## config.mk

```make
export PLATFORM = sky130hd
export DESIGN_NAME = reg_scoreboard
export DESIGN_NICKNAME = d
export VERILOG_FILES = /design/src/rtl/reg_sb_pkg.sv /design/src/rtl/reg_sb_counter.sv /design/src/rtl/reg_scoreboard.sv
export SDC_FILE = /design/constraint.sdc
export NUM_CORES = 1
export LEC_CHECK = 0
export ABC_CLOCK_PERIOD_IN_PS = 2700
export BUFFER_PORTS_ARGS = -buffer_cell sky130_fd_sc_hd__buf_2
export CAP_MARGIN = 20
export CORE_MARGIN = 3
export CORE_UTILIZATION = 30
export DETAILED_ROUTE_END_ITERATION = 7
export PLACE_DENSITY = 0.53
export SYNTH_ARGS = -nofsm -noshare
export SYNTH_HDL_FRONTEND = slang
export SYNTH_SLANG_ARGS = --single-unit
```

## constraint.sdc

```tcl
create_clock -name clk -period 2.7 [get_ports clk]
set_input_delay 0.135 -clock clk [delete_from_list [all_inputs] [get_ports clk]]
set_output_delay 0.135 -clock clk [all_outputs]
set_load 0.01 [all_outputs]
```

## src/rtl/reg_sb_pkg.sv

```systemverilog
// Shared types and defaults for the register hazard scoreboard.
// Optional same-cycle writeback release is selected by REG_SB_WB_BYPASS_EN.
package reg_sb_pkg;

  localparam int SB_NUM_REGS   = 32;
  localparam int SB_ADDR_W     = 5;
  localparam int SB_CNT_W      = 2;
  localparam int STALL_CNT_W   = 16;

  typedef enum logic {
    RUN   = 1'b0,
    STALL = 1'b1
  } sb_state_t;

  // Stall-length counter step, holding at all-ones instead of wrapping.
  function automatic logic [STALL_CNT_W-1:0] stall_cnt_inc(input logic [STALL_CNT_W-1:0] c);
    return (&c) ? c : c + 1'b1;
  endfunction

endpackage

```

## src/rtl/reg_sb_counter.sv

```systemverilog
// Pending-write counter for one architectural register: saturating up/down
// with synchronous clear; reports next-state nonzero and underflow attempts.
module reg_sb_counter #(
  parameter int CNT_W = 2
) (
  input  logic             i_clk,
  input  logic             i_rst,
  input  logic             i_clr,
  input  logic             i_inc,
  input  logic             i_dec,
  output logic [CNT_W-1:0] o_cnt,
  output logic             o_nonzero,
  output logic             o_underflow
);

  logic [CNT_W-1:0] r_cnt;
  logic [CNT_W-1:0] w_cnt_nxt;
  logic             w_dec_ok;

  // A retire request only counts when there is something outstanding.
  assign w_dec_ok = i_dec && (r_cnt != '0);

  always_comb begin
    w_cnt_nxt = r_cnt;
    if (i_clr) begin
      w_cnt_nxt = '0;
    end else if (i_inc && !w_dec_ok) begin
      if (r_cnt != '1) w_cnt_nxt = r_cnt + 1'b1;
    end else if (w_dec_ok && !i_inc) begin
      w_cnt_nxt = r_cnt - 1'b1;
    end
  end

  always_ff @(posedge i_clk) begin
    if (i_rst) r_cnt <= '0;
    else       r_cnt <= w_cnt_nxt;
  end

  assign o_cnt       = r_cnt;
  // Next-state view so the parent's busy register matches the updated count.
  assign o_nonzero   = (w_cnt_nxt != '0);
  assign o_underflow = i_dec && (r_cnt == '0);

endmodule

```

## src/rtl/reg_scoreboard.sv

```systemverilog
// Hazard scoreboard and stall controller for the decode-stage register file.
// Define REG_SB_WB_BYPASS_EN to let a same-cycle writeback release a hazard.
module reg_scoreboard
  import reg_sb_pkg::*;
#(
  parameter int NUM_REGS      = SB_NUM_REGS,
  parameter int ADDR_W        = SB_ADDR_W,
  parameter int CNT_W         = SB_CNT_W,
  parameter int STALL_TIMEOUT = 1023
) (
  input  logic                clk,
  input  logic                reset,
  input  logic                flush,
  input  logic                issue_valid,
  input  logic [ADDR_W-1:0]   issue_rs1,
  input  logic [ADDR_W-1:0]   issue_rs2,
  input  logic                issue_rs1_used,
  input  logic                issue_rs2_used,
  input  logic [ADDR_W-1:0]   issue_rd,
  input  logic                issue_rd_wr,
  input  logic                wb_valid,
  input  logic [ADDR_W-1:0]   wb_addr,
  output logic                stall_flag,
  output logic                issue_accept,
  output logic [NUM_REGS-1:0] busy_vec,
  output logic                stall_timeout,
  output logic                wb_underflow
);

  localparam logic [CNT_W-1:0]       CNT_MAX = '1;
  localparam logic [STALL_CNT_W-1:0] TO_VAL  = STALL_CNT_W'(STALL_TIMEOUT);

  logic [CNT_W-1:0]       w_cnt  [NUM_REGS];
  logic [CNT_W-1:0]       w_hcnt [NUM_REGS];
  logic [NUM_REGS-1:0]    w_nz_nxt;
  logic [NUM_REGS-1:0]    w_uf;
  logic                   w_hazard;
  logic                   w_rs1_hz;
  logic                   w_rs2_hz;
  logic                   w_rd_hz;

  sb_state_t              r_state;
  sb_state_t              w_state_nxt;
  logic [STALL_CNT_W-1:0] r_stall_cnt;
  logic [STALL_CNT_W-1:0] w_stall_cnt_nxt;
  logic [NUM_REGS-1:0]    r_busy;
  logic                   r_timeout;
  logic                   r_underflow;

  // Register 0 is hardwired: never pending, never underflows.
  assign w_cnt[0]    = '0;
  assign w_nz_nxt[0] = 1'b0;
  assign w_uf[0]     = 1'b0;

  for (genvar gi = 1; gi < NUM_REGS; gi++) begin : g_cnt
    reg_sb_counter #(
      .CNT_W(CNT_W)
    ) u_cnt (
      .i_clk      (clk),
      .i_rst      (reset),
      .i_clr      (flush),
      .i_inc      (issue_accept && issue_rd_wr && (issue_rd == ADDR_W'(gi))),
      .i_dec      (wb_valid && (wb_addr == ADDR_W'(gi))),
      .o_cnt      (w_cnt[gi]),
      .o_nonzero  (w_nz_nxt[gi]),
      .o_underflow(w_uf[gi])
    );
  end

  // Counts seen by hazard detection; with bypass, this cycle's retire is applied first.
  always_comb begin
    for (int i = 0; i < NUM_REGS; i++) begin
      w_hcnt[i] = w_cnt[i];
`ifdef REG_SB_WB_BYPASS_EN
      if (wb_valid && (wb_addr == ADDR_W'(i)) && (w_cnt[i] != '0))
        w_hcnt[i] = w_cnt[i] - 1'b1;
`endif
    end
  end

  assign w_rs1_hz = issue_rs1_used && (issue_rs1 != '0) && (w_hcnt[issue_rs1] != '0);
  assign w_rs2_hz = issue_rs2_used && (issue_rs2 != '0) && (w_hcnt[issue_rs2] != '0);
  assign w_rd_hz  = issue_rd_wr    && (issue_rd  != '0) && (w_hcnt[issue_rd] == CNT_MAX);
  assign w_hazard = w_rs1_hz || w_rs2_hz || w_rd_hz;

  assign stall_flag   = issue_valid &&  w_hazard && !flush && !reset;
  assign issue_accept = issue_valid && !w_hazard && !flush && !reset;

  always_comb begin
    w_state_nxt = r_state;
    case (r_state)
      RUN:   if (stall_flag)  w_state_nxt = STALL;
      STALL: if (!stall_flag) w_state_nxt = RUN;
    endcase
    if (reset || flush) w_state_nxt = RUN;
    w_stall_cnt_nxt = (w_state_nxt == STALL) ? stall_cnt_inc(r_stall_cnt) : '0;
  end

  always_ff @(posedge clk) begin
    if (reset) begin
      r_state     <= RUN;
      r_stall_cnt <= '0;
      r_busy      <= '0;
      r_timeout   <= 1'b0;
      r_underflow <= 1'b0;
    end else begin
      r_state     <= w_state_nxt;
      r_stall_cnt <= w_stall_cnt_nxt;
      r_busy      <= w_nz_nxt;
      if ((w_state_nxt == STALL) && (w_stall_cnt_nxt >= TO_VAL)) r_timeout <= 1'b1;
      // A writeback swallowed by a flush is not treated as a bookkeeping error.
      if (!flush && (|w_uf)) r_underflow <= 1'b1;
    end
  end

  assign busy_vec      = r_busy;
  assign stall_timeout = r_timeout;
  assign wb_underflow  = r_underflow;

endmodule

```

==> metrics.cfg <==
[worst_setup_path]
cp_slowest_cell=mux4_2
worstPathArrival_ns=3.25
worstPathCellList=nor3_2 -> a31oi_1 -> mux4_2 -> a32oi_4 -> a2111oi_4 -> buf_4 -> buf_6 -> or4b_4 -> and3_4 -> o31a_1 -> o21bai_1
end_kind=flip-flop
cpPeakStageDelay_ns=0.56
critPathKind=flip-flop to flip-flop
crit_buf_inv=2
critPathTopFamily=simple AND/OR/NAND/NOR gates
r2r_cells=11
required_ns=2.97
worstSetupStartpointType=flip-flop
critical_path.max_fanout=6
crit_cells=11

[yosys]
yosysTopAreaCell=dfxtp_1
synth-edff-count=0
syn_area_per_cell_sq_um=7.96
yosysSeqAreaShare=0.254
ys_ff_latch=111
syn_area_sq_um=8740
synth.lib_cells_used.distinct=84
synth.area.top_cells=dfxtp_1, ha_1, nor2_1
synth_ff_type=dfxtp_1
synth_nets=1190
synthCells=1099
synthArstFlopShare=0
yosysWarnings=0
synth_top_area_share=0.254

[drt]
viasPerCell=5.58
drc=0
wirelength_microns=35900
drtAntennaViolNets=0
wl_per_cell_microns=20.5
drt_iter0_markers=890
drt_pass1_iterations=8
num_vias=9787

[global_route]
grt_pass1_wl_microns=54100
first_global_vias=9346
antenna_found_initial=0
track_usage=0.223
overflow=0
grt_max_degree=45

[min_path]
hold_depth=2
worstHoldPathType=primary input to flip-flop

[clock_tree]
cts_tree=done
htree_levels=3
cts_sinks=111
cts_buffer_depth=2
clk_pin_slew_ns=0.09
cts_root_buf=clkbuf_16
numCtsBuffers=9
clkLatencyLatePin_ns=0.38

[timing]
fmax_mhz=335
tightestPinTransition_ns=0.886
finalSetupTns_ns=-10.83
slew_violations=0
slew_headroom=0.405
setup_viol=83
setup_ws_ns=-0.281
rsz0062_at_grt=true
fin_crit_sh=1.10
finalHoldViolCount=0
fin_skew_ns=0.0142
min_period_ns=2.98

[pwr]
leakage_nw=4.79
power_density_nw_per_um2=297
total_power_mw=3.86
ir_worst_vdd_mv=0.266

[layout]
n_antenna_cell=0
fin_util=0.460
layout-drive-gt1-share=0.412
layout_common_cells=buf_4, nor2_1, nand2_1, dfxtp_1, inv_1
layout.nets=1462
fillers=2787
final_common_cell=buf_4
syn_to_final_growth_pct=48.6

[status]
violations=setup timing
status=finished with violations

[floorplanning]
start_util=0.310
die_area_sq_um=31200
rows=61
coreArea_sq_um=28200
fp.dieW_microns=177
die_y_microns=177
io_pins=64

[run]
cap_violations=0

[placement]
dp_hpwl_microns=26800
gp_congestion=1.01
io_buffers=62

[repair_timing]
item | 4_1_cts | 5_1_grt
buffers inserted | 27 | 19
setup endpoints to repair | 96 | 102
hold buffers | 0 | 0
pin swaps | 62 | 50
hold endpoints to repair | 0 | 0
gates resized for setup | 155 | 159
gates cloned | 1 | 0
[logic make-up (layout without fill, tap and decap cells)]
family,after synthesis,after routing,synth area share
flops,111,111,0.254
other cells,1,1,0.000429
fa+ha+maj,63,63,0.0901
buf+inv,140,417,0.0688
simple gates,485,485,0.290
xor+xnor,29,29,0.0290
mux,34,34,0.0638
compound gates,236,236,0.203
[worst reg2reg max path, cell delays in order, from the launching register on]
cell and delay [ns]:
dfxtp_4 0.37, nor3_2 0.14, a31oi_1 0.07, mux4_2 0.56
a32oi_4 0.23, a2111oi_4 0.10, buf_4 0.18, buf_6 0.13
or4b_4 0.53, and3_4 0.17, o31a_1 0.25, o21bai_1 0.15
[state kept, by name, indices dropped and copies added, names as in the netlist]
name and cells:
stall_timeout 1, wb_underflow 1, g_cnt.u_cnt.o_cnt 62, r_stall_cnt 16, busy_vec 31
[power breakdown]
part           internal, mW  switching [mW]
combinational         0.360           0.478
clock                 0.649           0.740
sequential             1.63         0.00272
[path summary, 6_finish.rpt]
check                           start       endpoint  slack [ns]
max          g_cnt[20].u_cnt.o_cnt[0]    busy_vec[8]       -0.28
min                             reset   wb_underflow        0.03
max reg2reg  g_cnt[20].u_cnt.o_cnt[0]    busy_vec[8]       -0.28
min reg2reg             stall_timeout  stall_timeout        0.47
[layer usage]
layer / global-route usage / vias up / share of wire
met4: 0.0694 / 0 / 0.027
li1: - / 4587 / -
met5: 0 / - / 0
met1: 0.309 / 4734 / 0.45
met3: 0.0339 / 67 / 0.070
met2: 0.357 / 399 / 0.46
[stage by stage]
step           setup WS [ns]  instances  area, sq um  hold slack (ns)
4_1_cts               -0.241       1742        12100          0.00401
2_1_floorplan       -0.00916       1099         8780            0.207
5_1_grt               -0.403       1754        13000           0.0345
3_5_place_dp          -0.625       1700        10900            0.392
3_3_place_gp          -0.645       1700        10900            0.386
6_report              -0.281       1754        13000           0.0287
[synth_stat cells, types with 8 or more instances]
master,count
a31o_2,8
buf_2,10
nor2b_1,9
nor2_1,126
inv_1,83
nand2_1,88
mux4_2,17
dfxtp_1,111
o211ai_1,13
a21oi_1,33
and3_1,8
and2_1,13
nand2b_1,13
or3_1,24
xnor2_1,18
a31oi_1,18
xor2_1,11
a221oi_1,9
mux2i_1,13
a22oi_1,9
ha_1,63
o21ai_0,37
nor3_1,84
nand4_1,11
clkbuf_1,35
nand3_1,39
nor4_1,20
[area by class of cell]
type | instances | area [sq um] | share of cell area
Multi-Input combinational cell | 848 | 7100 | 0.546
Timing Repair Buffer | 318 | 2560 | 0.197
Sequential cell | 111 | 2260 | 0.174
Tap cell | 378 | 473 | 0.0364
Inverter | 83 | 319 | 0.0245
Clock buffer | 9 | 225 | 0.0173
Clock inverter | 7 | 61.3 | 0.00472
(Power assumes the default switching activity.)
